File: config.mk
export PLATFORM = sky130hd
export DESIGN_NAME = pipe_step_ctrl
export DESIGN_NICKNAME = d
export VERILOG_FILES = /design/src/rtl/pipe_step_ctrl.sv
export SDC_FILE = /design/constraint.sdc
export NUM_CORES = 1
export LEC_CHECK = 0
export CORE_MARGIN = 2
export CORE_UTILIZATION = 41
export DETAILED_ROUTE_END_ITERATION = 12
export PLACE_DENSITY_LB_ADDON = 0.08
export SLEW_MARGIN = 5
export SYNTH_ARGS = -nofsm -noshare
export SYNTH_HDL_FRONTEND = slang
export SYNTH_SLANG_ARGS = --single-unit
export TNS_END_PERCENT = 10
File: constraint.sdc
create_clock -name clk -period 2.3 [get_ports clk]
set_clock_uncertainty 0.15 [all_clocks]
set_input_delay 0.575 -clock clk [delete_from_list [all_inputs] [get_ports clk]]
set_output_delay 0.575 -clock clk [all_outputs]
set_load 0.005 [all_outputs]
File: src/rtl/pipe_step_ctrl.sv
// pipe_step_ctrl: generates the pipeline advance strobe for the 5-stage CPU.
//
// Every IF/ID/EX/MEM/WB stage gates its registers with cpu_ce rather than
// being clocked from a button. This block produces that strobe in three
// modes:
//   - single step : one pulse per rising edge of step_btn
//   - counted run : run_count pulses, one every TICK_DIV clks
//   - free run    : one pulse every TICK_DIV clks until stop_btn
// It also keeps the LCD cycle counter.
//
// Optional feature macro: PIPE_STEP_CTRL_BKPT_EN
//   When defined, a RUN-mode tick with pc == bkpt_addr is swallowed and the
//   block parks in HALT. The first tick after leaving HALT does not compare,
//   so resuming steps past the breakpoint. Without the macro, HALT is
//   unreachable and pc/bkpt_addr are unused.
//
// Ports:
//   clk        system clock
//   rst        synchronous active-high reset
//   step_btn   debounced step button (level)
//   run_btn    debounced run button (level)
//   stop_btn   debounced stop button (level)
//   free_run   1 = run until stopped, 0 = counted run (sampled at run start)
//   run_count  pulses for a counted run (sampled at run start)
//   pc         current IF-stage next PC
//   bkpt_addr  breakpoint PC
//   cpu_ce     one-clk pipeline advance pulse (registered)
//   cycle_cnt  pulses issued since reset, wraps
//   state      0 = IDLE, 1 = RUN, 2 = HALT
//   busy       high while state is RUN
module pipe_step_ctrl #(
  parameter int TICK_DIV = 25000,
  parameter int CNT_W    = 8
) (
  input  logic             clk,
  input  logic             rst,
  input  logic             step_btn,
  input  logic             run_btn,
  input  logic             stop_btn,
  input  logic             free_run,
  input  logic [CNT_W-1:0] run_count,
  input  logic [31:0]      pc,
  input  logic [31:0]      bkpt_addr,
  output logic             cpu_ce,
  output logic [CNT_W-1:0] cycle_cnt,
  output logic [1:0]       state,
  output logic             busy
);

  localparam int DIV_W = $clog2(TICK_DIV);
  localparam logic [DIV_W-1:0] DIV_LAST = DIV_W'(TICK_DIV - 1);

  typedef enum logic [1:0] {
    S_IDLE = 2'd0,
    S_RUN  = 2'd1,
    S_HALT = 2'd2
  } state_t;

  state_t st, st_nxt;

  logic             step_q, run_q, stop_q;
  logic             step_e, run_e, stop_e;
  logic [DIV_W-1:0] div;
  logic [CNT_W-1:0] remaining;
  logic             free_mode;

  logic tick;       // divider terminal clk while running
  logic last_tick;  // tick that delivers the final pulse of a counted run
  logic run_ok;     // run edge that actually starts something
  logic bkpt_hit;
  logic ce_nxt;
  logic start_run;

  // Rising edges only; a button held across reset never produces one
  // because the history registers load the live level during reset.
  assign step_e = step_btn & ~step_q;
  assign run_e  = run_btn  & ~run_q;
  assign stop_e = stop_btn & ~stop_q;

  assign tick      = (st == S_RUN) && (div == DIV_LAST);
  assign last_tick = tick && !free_mode && (remaining == CNT_W'(1));
  // A counted run of zero is a no-op.
  assign run_ok    = run_e && (free_run || (run_count != '0));

`ifdef PIPE_STEP_CTRL_BKPT_EN
  logic skip;  // one-shot: first tick after HALT ignores the breakpoint

  assign bkpt_hit = tick && !skip && (pc == bkpt_addr);

  always_ff @(posedge clk) begin
    if (rst) begin
      skip <= 1'b0;
    end else if (st == S_HALT && st_nxt != S_HALT) begin
      skip <= 1'b1;
    end else if (tick) begin
      skip <= 1'b0;
    end
  end
`else
  logic unused_bkpt;
  assign unused_bkpt = ^{pc, bkpt_addr};
  assign bkpt_hit    = 1'b0;
`endif

  // ---------------------------------------------------------------------
  // FSM: state register
  // ---------------------------------------------------------------------
  always_ff @(posedge clk) begin
    if (rst) st <= S_IDLE;
    else     st <= st_nxt;
  end

  // ---------------------------------------------------------------------
  // FSM: next state. Edge priority is stop > run > step.
  // ---------------------------------------------------------------------
  always_comb begin
    st_nxt = st;
    case (st)
      S_IDLE: begin
        if (!stop_e && run_ok) st_nxt = S_RUN;
      end
      S_RUN: begin
        if (stop_e)         st_nxt = S_IDLE;
        else if (bkpt_hit)  st_nxt = S_HALT;
        else if (last_tick) st_nxt = S_IDLE;
      end
      S_HALT: begin
        if (stop_e) begin
          st_nxt = S_IDLE;
        end else if (run_e) begin
          if (run_ok) st_nxt = S_RUN;
        end else if (step_e) begin
          st_nxt = S_IDLE;
        end
      end
      default: st_nxt = S_IDLE;
    endcase
  end

  // ---------------------------------------------------------------------
  // FSM: outputs / datapath controls
  // ---------------------------------------------------------------------
  always_comb begin
    ce_nxt    = 1'b0;
    start_run = 1'b0;
    case (st)
      S_IDLE, S_HALT: begin
        if (!stop_e) begin
          if (run_e)       start_run = run_ok;
          else if (step_e) ce_nxt    = 1'b1;
        end
      end
      S_RUN: begin
        // stop on a terminal clk wins: no pulse goes out
        if (!stop_e && tick && !bkpt_hit) ce_nxt = 1'b1;
      end
      default: ;
    endcase
  end

  // ---------------------------------------------------------------------
  // Datapath and registered outputs
  // ---------------------------------------------------------------------
  always_ff @(posedge clk) begin
    if (rst) begin
      step_q    <= step_btn;
      run_q     <= run_btn;
      stop_q    <= stop_btn;
      div       <= '0;
      remaining <= '0;
      free_mode <= 1'b0;
      cpu_ce    <= 1'b0;
      busy      <= 1'b0;
      cycle_cnt <= '0;
    end else begin
      step_q <= step_btn;
      run_q  <= run_btn;
      stop_q <= stop_btn;

      cpu_ce <= ce_nxt;
      busy   <= (st_nxt == S_RUN);
      if (ce_nxt) cycle_cnt <= cycle_cnt + CNT_W'(1);

      if (start_run) begin
        // entry clears the divider, so the first pulse is TICK_DIV clks out
        div       <= '0;
        remaining <= run_count;
        free_mode <= free_run;
      end else if (st == S_RUN) begin
        div <= tick ? '0 : div + DIV_W'(1);
        // a suppressed (breakpoint) tick leaves remaining untouched
        if (ce_nxt && !free_mode) remaining <= remaining - CNT_W'(1);
      end
    end
  end

  assign state = st;

endmodule

* Yosys cells after proc, flatten, opt, wreduce, memory -nomap -nowiden *
Cells that the tools add are included.
Widths: inputs -> output; s select.

storage, ports and cells
  bits in registers = 39
  input port bits = 78
  output and inout bits = 12
  logic and storage cells = 61

operators by class
  add/sub/neg operators = 3
  equality and inequality tests = 5
  mux-type cells = 20
  bitwise logic cells = 6
  reductions and logical operators = 17

operator list
  cell                   count
  $mux 8                 3
  $add 15x1->15 const B  1
  $eq 15x15->1 const B   1
  $mux 15                1
  $mux 2                 7
  $add 8x1->8 const B    1
  $eq 8x1->1 const B     1
  $reduce_bool 8->1      1
  $sub 8x1->8 const B    1
  $logic_and 1x1->1      7
  $mux 1                 7
  $pmux 2 s3             1
  $eq 2x1->1 const B     2
  $reduce_bool 2->1      2
  $reduce_or 2->1        2
  $and 1x1->1            3
  $not 1->1              3
  $eq 2x2->1 const B     1
  $logic_not 1->1        2
  $logic_not 2->1        1
  $pmux 1 s2             1
  $reduce_and 2->1       1
  $logic_or 1x1->1       1

* Depth between registers and ports, before layout *
Gate-level depths: netlist of the first run.

  depth after elaboration = 10
  mapped depth = 7
  mapped depth without buffers = 7

* Worst setup path after synthesis of the first run *
Ideal clock, no wire load.

  path type = reg2reg
  from = reg div[11]
  to = reg cycle_cnt[6]
  library setup time = 70 ps
  arrival time = 1870 ps
  data required time = 2080 ps
  slack = 210 ps
  cell stages (with the launch flop) = 6
  buffers on the path = 0
  cells stage by stage = dfxtp_1 or4b_4 nor4_4 o2111ai_2 or3_1 a21oi_1

on the way
  longest elaborated chain between the ends = 5

RTL lines
  element                 line  source
  start, declared         63    logic [DIV_W-1:0] div;
  start signal, assigned  190   div <= tick ? '0 : div + DIV_W'(1);
  $eq 15x15->1            80    assign tick = (st == S_RUN) && (div == DIV_LAST);
  $logic_and 1x1->1       80
  $logic_and 1x1->1       155   if (!stop_e && tick && !bkpt_hit) ce_nxt = 1'b1;
  $mux 1                  155
  $pmux 1 s2              146   case (st)
  end signal, assigned    182   if (ce_nxt) cycle_cnt <= cycle_cnt + CNT_W'(1);
  end, declared           45    output logic [CNT_W-1:0] cycle_cnt,

Every way passes these cells.
A chain may end at the register's enable or synchronous reset.

* Worst setup path in the final report of the first run *
  from = reg div[0]
  to = reg cycle_cnt[6]

The elaborated chain is that of the path after synthesis.

==> summary by stage, run 1 <==
Outcome
The flow ran to the end, and the final reports show no timing, DRC or antenna violations.

Finish
In the final design database the tool counted 337 nets. The fraction of the core area covered by cells at the end of the flow is 54.6%. In the final layout, the share of cells above drive strength 1 is 14.1%. Compared with the post-synthesis result, the final layout area differs by 27.0%. The number of antenna cells inserted is 0. Leaving out fill and tap cells, the most frequent cells in the layout are 39 x dfxtp_1, 32 x nor2_1, 25 x clkdlybuf4s50_1. For this run, the number of standard cells in the final layout without fillers is 307. Leaving out fill and tap cells, the most frequent cell in the layout is dfxtp_1.

Die
The initial utilization of the core area, before any placement, comes to 43.0%. The floorplan step defined a core boundary enclosing 4410 um2. The width of the die is 72.1 um. The floorplan step set the die height to 72.1 um.

Pin placement for this block handled 90 I/O pins. The die footprint is 5190 um2. The cell row count is 24.

Logic synthesis
The number of distinct library cells after synthesis is 45. In this run the cell area of the synthesized design comes to 1900 um2. In this run the mean area of a mapped cell was 8.92 um2.

Synthesis inferred 39 register bits. The number of enable-type register cells in the synthesized netlist is 0. The count of yosys warnings during synthesis is 0. The predominant post-synthesis flop cell is dfxtp_1. Of all flip-flops after synthesis, the portion carrying an async set or reset was 0%. Of the synthesized area, sequential elements account for 41.1%. Counting every instance in the synthesized netlist gives 213. The synthesized net count is 295.

Clocking
The buffer depth of the longest clock path is 2. The cell chosen for the clock root is clkbuf_8. For this design, the CTS-stage hold fixing added 0 buffers.

The clock drives 39 sinks. The CTS tree is built. The later pin in the worst-skew pair is clocked with a latency of 0.29 ns. The H-tree depth is 2. The total clock buffers created by CTS is 5. The clock slew at the register clock pins of the worst setup and hold paths is 0.07 ns.

Worst setup path
The startpoint type of the worst setup path is a flip-flop. The arrival time at the worst endpoint is 2.25 ns. The critical path endpoint category is a flip-flop. The critical path is of the reg -> reg type. STA puts the critical path data required time at 2.37 ns. The highest net fanout along the worst path is 6.

STA
The count of final hold-check violations was 0. The worst hold-check slack is 0.325 ns. Setup violations remaining at the end of the flow were counted as 0. Setup repair after global routing left no endpoint under its margin.

The time the final worst path needs with I/O delays and setup is 2.17 ns. At the pin with the least slew margin, the transition time is 0.373 ns. Headroom to the max-slew limit came out at 75.1%. The achievable frequency is 0.460 GHz. The ratio of final minimum period to clock period is 94.5%. The number of max-slew violations in the final report is 0. The total negative slack is 0 ns.

Global route
The first global-routing pass estimated 6.76 mm of wire. Global routing consumed, over all layers together, 16.2% of the routing resources. The residual overflow from global routing is 0. The number of global-route vias before repair is 1,568. Entering global routing, the biggest net connects 23 pins. The number of antenna violations at the first check in global routing is 0.

Detailed routing
The via count is 1,597. In the routed layout, each cell is associated on average with a via count of 5.20. The detailed-route wire length is 3.77 mm.

The number of iterations in the first detailed-routing pass is 4. After the first detailed-routing iteration, the DRC count stood at 81. The wire length per cell is 12.3 um. The remaining antenna violation count is 0. For this run, design rule violations remaining after detail routing come to 0.

Placed design
In this run, placement finished with an instance count of 300. Detailed placement ended at an HPWL of 2.79 mm. The placer's final routability congestion estimate is 0.752. Buffers placed on the I/O ports in this run total 25.

Power and ir drop
Dividing total power by cell area gives a power density of 573 nW/um2. The leakage power is 0.876 nW. The final total power is 1.38 mW. The worst IR drop on VDD is 0.295 mV.

Job
Max-cap violations in this run came to 0.

Hold path
The min-delay analysis places its worst path in the category reg -> reg.
[stage by stage]
step,worst slack [ns],cell area (um2)
after floorplan,0.210,1900
after global placement,-0.155,2300
after detailed placement,-0.155,2300
after CTS,0.0818,2400
after global routing,0.0108,2410
final,0.126,2410
[area by class of cell]
type	instances	area, um2
inverters	5	18.8
clock buffers	5	68.8
multi-input cells	162	1060
clock inverters	2	37.5
repair buffers	42	378
fillers	420	2000
well taps	52	65.1
flip-flops and latches	39	781
[power breakdown]
group	switching (mW)	total, mW	internal, mW
clock	0.229	0.546	0.317
combinational	0.0587	0.127	0.0685
sequential	0.0160	0.709	0.693
total	0.304	1.38	1.08
[kinds of logic (layout without fill, tap and decap cells)]
family	after synthesis	after routing	share of synthesized area, %
AO/OA/AOI/OAI	32	32	10.5
AND/OR/NAND/NOR	104	104	32.1
buffers and inverters	12	54	3.36
XOR/XNOR	20	20	9.22
adder cells (fa/ha/maj)	4	4	2.64
flip-flops	39	39	41.1
multiplexers	2	2	1.05
[flip-flops by register name, indices dropped and copies added, names as in the netlist]
name and count:
state 2, busy 1, cpu_ce 1, run_q 1
cycle_cnt 8, step_q 1, remaining 8, free_mode 1
div 15, stop_q 1
[synth_stat cells, drive strengths merged, types with 2 or more instances]
| master | number | area [um2] |
|---|---|---|
| and4 | 2 | 17.5 |
| a211oi | 8 | 60.1 |
| a21oi | 12 | 60.1 |
| nand2 | 11 | 41.3 |
| or4b | 2 | 23.8 |
| mux2i | 2 | 20.0 |
| nor2 | 32 | 120 |
| and2 | 4 | 26.3 |
| nand3b | 2 | 15.0 |
| xor2 | 13 | 114 |
| nor3 | 3 | 15.0 |
| ha | 4 | 50.1 |
| xnor2 | 7 | 61.3 |
| dfxtp | 39 | 781 |
| o21ai | 8 | 43.8 |
| nand4b | 2 | 17.5 |
| nand4bb | 2 | 22.5 |
| nand4 | 6 | 37.5 |
| inv | 5 | 18.8 |
| and3 | 3 | 20.0 |
| nor3b | 4 | 35.0 |
| or3 | 6 | 37.5 |
| nand3 | 11 | 55.1 |
| nor4 | 3 | 48.8 |
| nand2b | 3 | 18.8 |
| nor2b | 4 | 25.0 |
| clkbuf | 5 | 28.8 |
[repair_timing]
| action | 4_1_cts | 5_1_grt |
|---|---|---|
| resized for setup | 0 | 2 |
| setup buffers | 0 | 0 |
| endpoints found under the setup margin | 0 | 2 |
[worst paths after layout]
kind	start	endpoint	slack, ns	cells past startpoint
worst min-delay path	div[1]	div[1]	0.32	2
worst max-delay path	div[0]	cycle_cnt[6]	0.13	6
worst min register to register	div[1]	div[1]	0.32	2
worst max register to register	div[0]	cycle_cnt[6]	0.13	6
[critical path: stages (launching register included)]
cell and delay, ns:
dfxtp_1 0.38, ha_2 0.23, nand4b_1 0.23, nor4_4 0.41, o2111ai_2 0.20, or3_1 0.38
a21oi_1 0.14
[metal layers]
| layer | GRT usage (%) | vias up | share of wire (%) |
|---|---|---|---|
| met5 | 0 | - | 0 |
| met4 | 5.66 | 0 | 1.4 |
| met3 | 4.31 | 7 | 3.4 |
| met2 | 25.7 | 24 | 42 |
| met1 | 21.5 | 732 | 53 |
| li1 | - | 834 | - |
Note: power is estimated with default switching activity, not from simulation.
==> run 2: changes to the inputs <==
--- a/config.mk
+++ b/config.mk
@@ -9,6 +9,7 @@
 export CORE_UTILIZATION = 41
 export DETAILED_ROUTE_END_ITERATION = 12
 export PLACE_DENSITY_LB_ADDON = 0.08
+export SETUP_SLACK_MARGIN = 0.05
 export SLEW_MARGIN = 5
 export SYNTH_ARGS = -nofsm -noshare
 export SYNTH_HDL_FRONTEND = slang
==> summary by stage, run 2 (synthesized netlist as in run 1, its figures left out) <==
Power and ir drop
The switching part of the total was 22.0% (about the same). The power density over cell area is 573 nW/um2 (about the same). The leakage power is 0.877 nW (about the same). The clock power share is 39.5% (about the same). The final total power is 1.38 mW (about the same). The power spent charging and discharging nets is 0.304 mW (unchanged). The register share of total power is 51.3% (about the same). The cell internal power dissipation is 1.08 mW (about the same). The portion of total power attributed to combinational logic came to 9.2% (about the same). The worst IR drop on VDD was 0.295 mV (about the same).

Finish
The final-layout fill cell count is 419 (-0.24%). The commonest non-fill, non-tap cell in the layout is dfxtp_1. The number of antenna cells inserted was 0 (unchanged). The area added between synthesis and finish was 27.1% (about the same). The net count reported at finish came to 337 (unchanged).

The library cells used most frequently in the layout, excluding fill and tap cells, are 38 x dfxtp_1, 32 x nor2_1, 25 x clkdlybuf4s50_1. The number of flip-flops under the largest register name was 15 (unchanged). The largest registers in the layout are div x15, cycle_cnt x8, remaining x8.

The register with the most flip-flops in the final layout is div. The fraction of layout instances using a drive strength above 1 is 14.5% (+0.39 points). The post-layout instance count excluding filler cells is 307 (unchanged).

STA
The time the final worst path needs with I/O delays and setup is 2.17 ns (-0.000673 ns). The worst-margin pin slew was 0.373 ns (unchanged). The achievable frequency was 0.460 GHz (about the same). Setup repair after global routing could not meet its margin everywhere. The total negative slack is 0 ns (unchanged).

The ratio of final minimum period to clock period is 94.5% (about the same). The number of max-slew violations in the final report was 0 (unchanged). The number of setup violations in the final report is 0 (unchanged). The worst-case headroom to the max-slew limit came to 75.1% (unchanged). The count of final hold-check violations is 0 (unchanged).

Detailed routing
The remaining antenna violation count is 0 (unchanged). The ratio of routed vias to standard cells is 5.20 (unchanged). The wire length per cell is 12.3 um (unchanged). The post-detailed-route DRC marker count is 0 (unchanged). The via count is 1,597 (unchanged).

The detailed-route wire length is 3.77 mm (unchanged). The number of iterations in the first detailed-routing pass was 4 (unchanged). The DRC violation total after the first TritonRoute iteration was 81 (unchanged).

Placed design
The post-DP HPWL was 2.79 mm (unchanged). The count of buffers inserted at the top-level ports is 25 (unchanged). The placed instance count is 300 (unchanged).

The placer's final routability congestion estimate was 0.752 (unchanged).

Hold path
The worst hold path class is reg -> reg. The beginning of the worst hold path is div[1]. The number of cells traversed by the worst hold path is 2 (unchanged).

Worst setup path
The highest net fanout along the worst path is 6 (unchanged). The signal on the critical path passes through clkdlybuf4s50_1 > nor2b_1 > nor4b_1 > buf_4 > o2111ai_2 > or3_1 > a21oi_1. The arrival time at the worst endpoint is 2.25 ns (about the same). The slowest stage of the critical path is the clkdlybuf4s50_1 cell. The depth of the worst register-to-register path is 5 (-1). The worst endpoint required time is 2.37 ns (about the same).

STA classifies the critical path endpoint as a flip-flop. The startpoint type of the worst setup path is an input port. The worst register-to-register path begins at div[11]. The worst setup path startpoint is run_btn.

The worst setup path is of the in -> reg kind. The delay of the slowest cell on the worst path is 0.41 ns (about the same).

Die
The die span in y is 72.1 um (unchanged). The number of top-level pins was 90 (unchanged). The die footprint came to 5190 um2 (unchanged). The initial core utilization came to 43.0% (unchanged). The width of the die is 72.1 um (unchanged). The floorplan core area is 4410 um2 (unchanged). The cell row count came to 24 (unchanged).

Clocking
The count of instances resized after the clock tree is built is 0 (unchanged). The buffer depth of the longest clock path was 2 (unchanged). The total clock buffers created by CTS was 5 (unchanged).

The number of setup buffers added after CTS came to 0 (unchanged). The number of buffers added to fix hold violations after cts is 0 (unchanged). The clock slew at the register clock pins of the worst setup and hold paths is 0.07 ns (about the same). The CTS sink count is 39 (unchanged). The H-tree depth is 2 (unchanged). The clock latency on the worst-skew pair was 0.29 ns (about the same). The cell chosen for the clock root is clkbuf_8.

TritonCTS built the clock tree.

Global route
The number of global-route vias before repair was 1,568 (unchanged). The first-pass GRT wire length is 6.76 mm (unchanged). The residual overflow from global routing came to 0 (unchanged). The number of antenna violations at the first check in global routing is 0 (unchanged). The global-route usage over all layers is 16.2% (unchanged). The maximum number of pins on one net before global-route repair was 23 (unchanged).

Job
The max capacitance violation total is 0 (unchanged).

Outcome
The flow ran to the end, and the final reports show no timing, DRC or antenna violations.
[run 2: cell counts in the layout (fill, tap and decap cells not counted)]
Identical to the previous run, type by type.
[run 2: final timing paths]
| path | slack [ns] | to |
|---|---|---|
| setup / recovery | 0.13 | cycle_cnt[6] |
| hold / removal | 0.32 | div[1] |
| setup reg to reg | 0.16 | cycle_cnt[6] |
| hold reg to reg | 0.32 | div[1] |
[run 2: critical path: cells and delay by family]
kind,cells,cell delay [ns]
AO/OA/AOI/OAI,2,0.32
buffers and inverters,2,0.59
AND/OR/NAND/NOR,3,0.77
[run 2: layout make-up]
class	instances	area, um2	area share [%]
inverters	5	18.8	0.778
flip-flops and latches	39	782	32.4
clock inverters	2	37.5	1.56
multi-input cells	162	1060	44.1
repair buffers	42	378	15.7
clock buffers	5	68.8	2.85
well taps	52	65.1	2.70
[run 2: routing by layer]
metal | vias to the layer above | GRT usage (%) | wire length (um)
met1 | 732 | 21.5 | 1990
li1 | 834 | - | -
met5 | - | 0 | 0
met3 | 7 | 4.31 | 127
met4 | 0 | 5.66 | 54
met2 | 24 | 25.7 | 1600
[run 2: power by group through the flow]
stage	logic, mW	registers (mW)	clock network (mW)
6_report	0.127	0.709	0.546
2_1_floorplan	0.0683	0.719	0
3_3_place_gp	0.126	0.724	0
3_5_place_dp	0.127	0.724	0
4_1_cts	0.128	0.708	0.569
5_1_grt	0.141	0.711	0.590
[run 2: metrics by stage]
stage / area [um2] / hold WS (ns) / util, % / setup WS, ns
2_1_floorplan: 1900 / 0.294 / - / 0.210
3_3_place_gp: 2300 / 0.311 / 52.0 / -0.155
3_5_place_dp: 2300 / 0.315 / 52.0 / -0.155
4_1_cts: 2400 / 0.326 / 54.5 / 0.0818
5_1_grt: 2410 / 0.360 / 54.7 / 0.0242
6_report: 2410 / 0.325 / 54.7 / 0.127
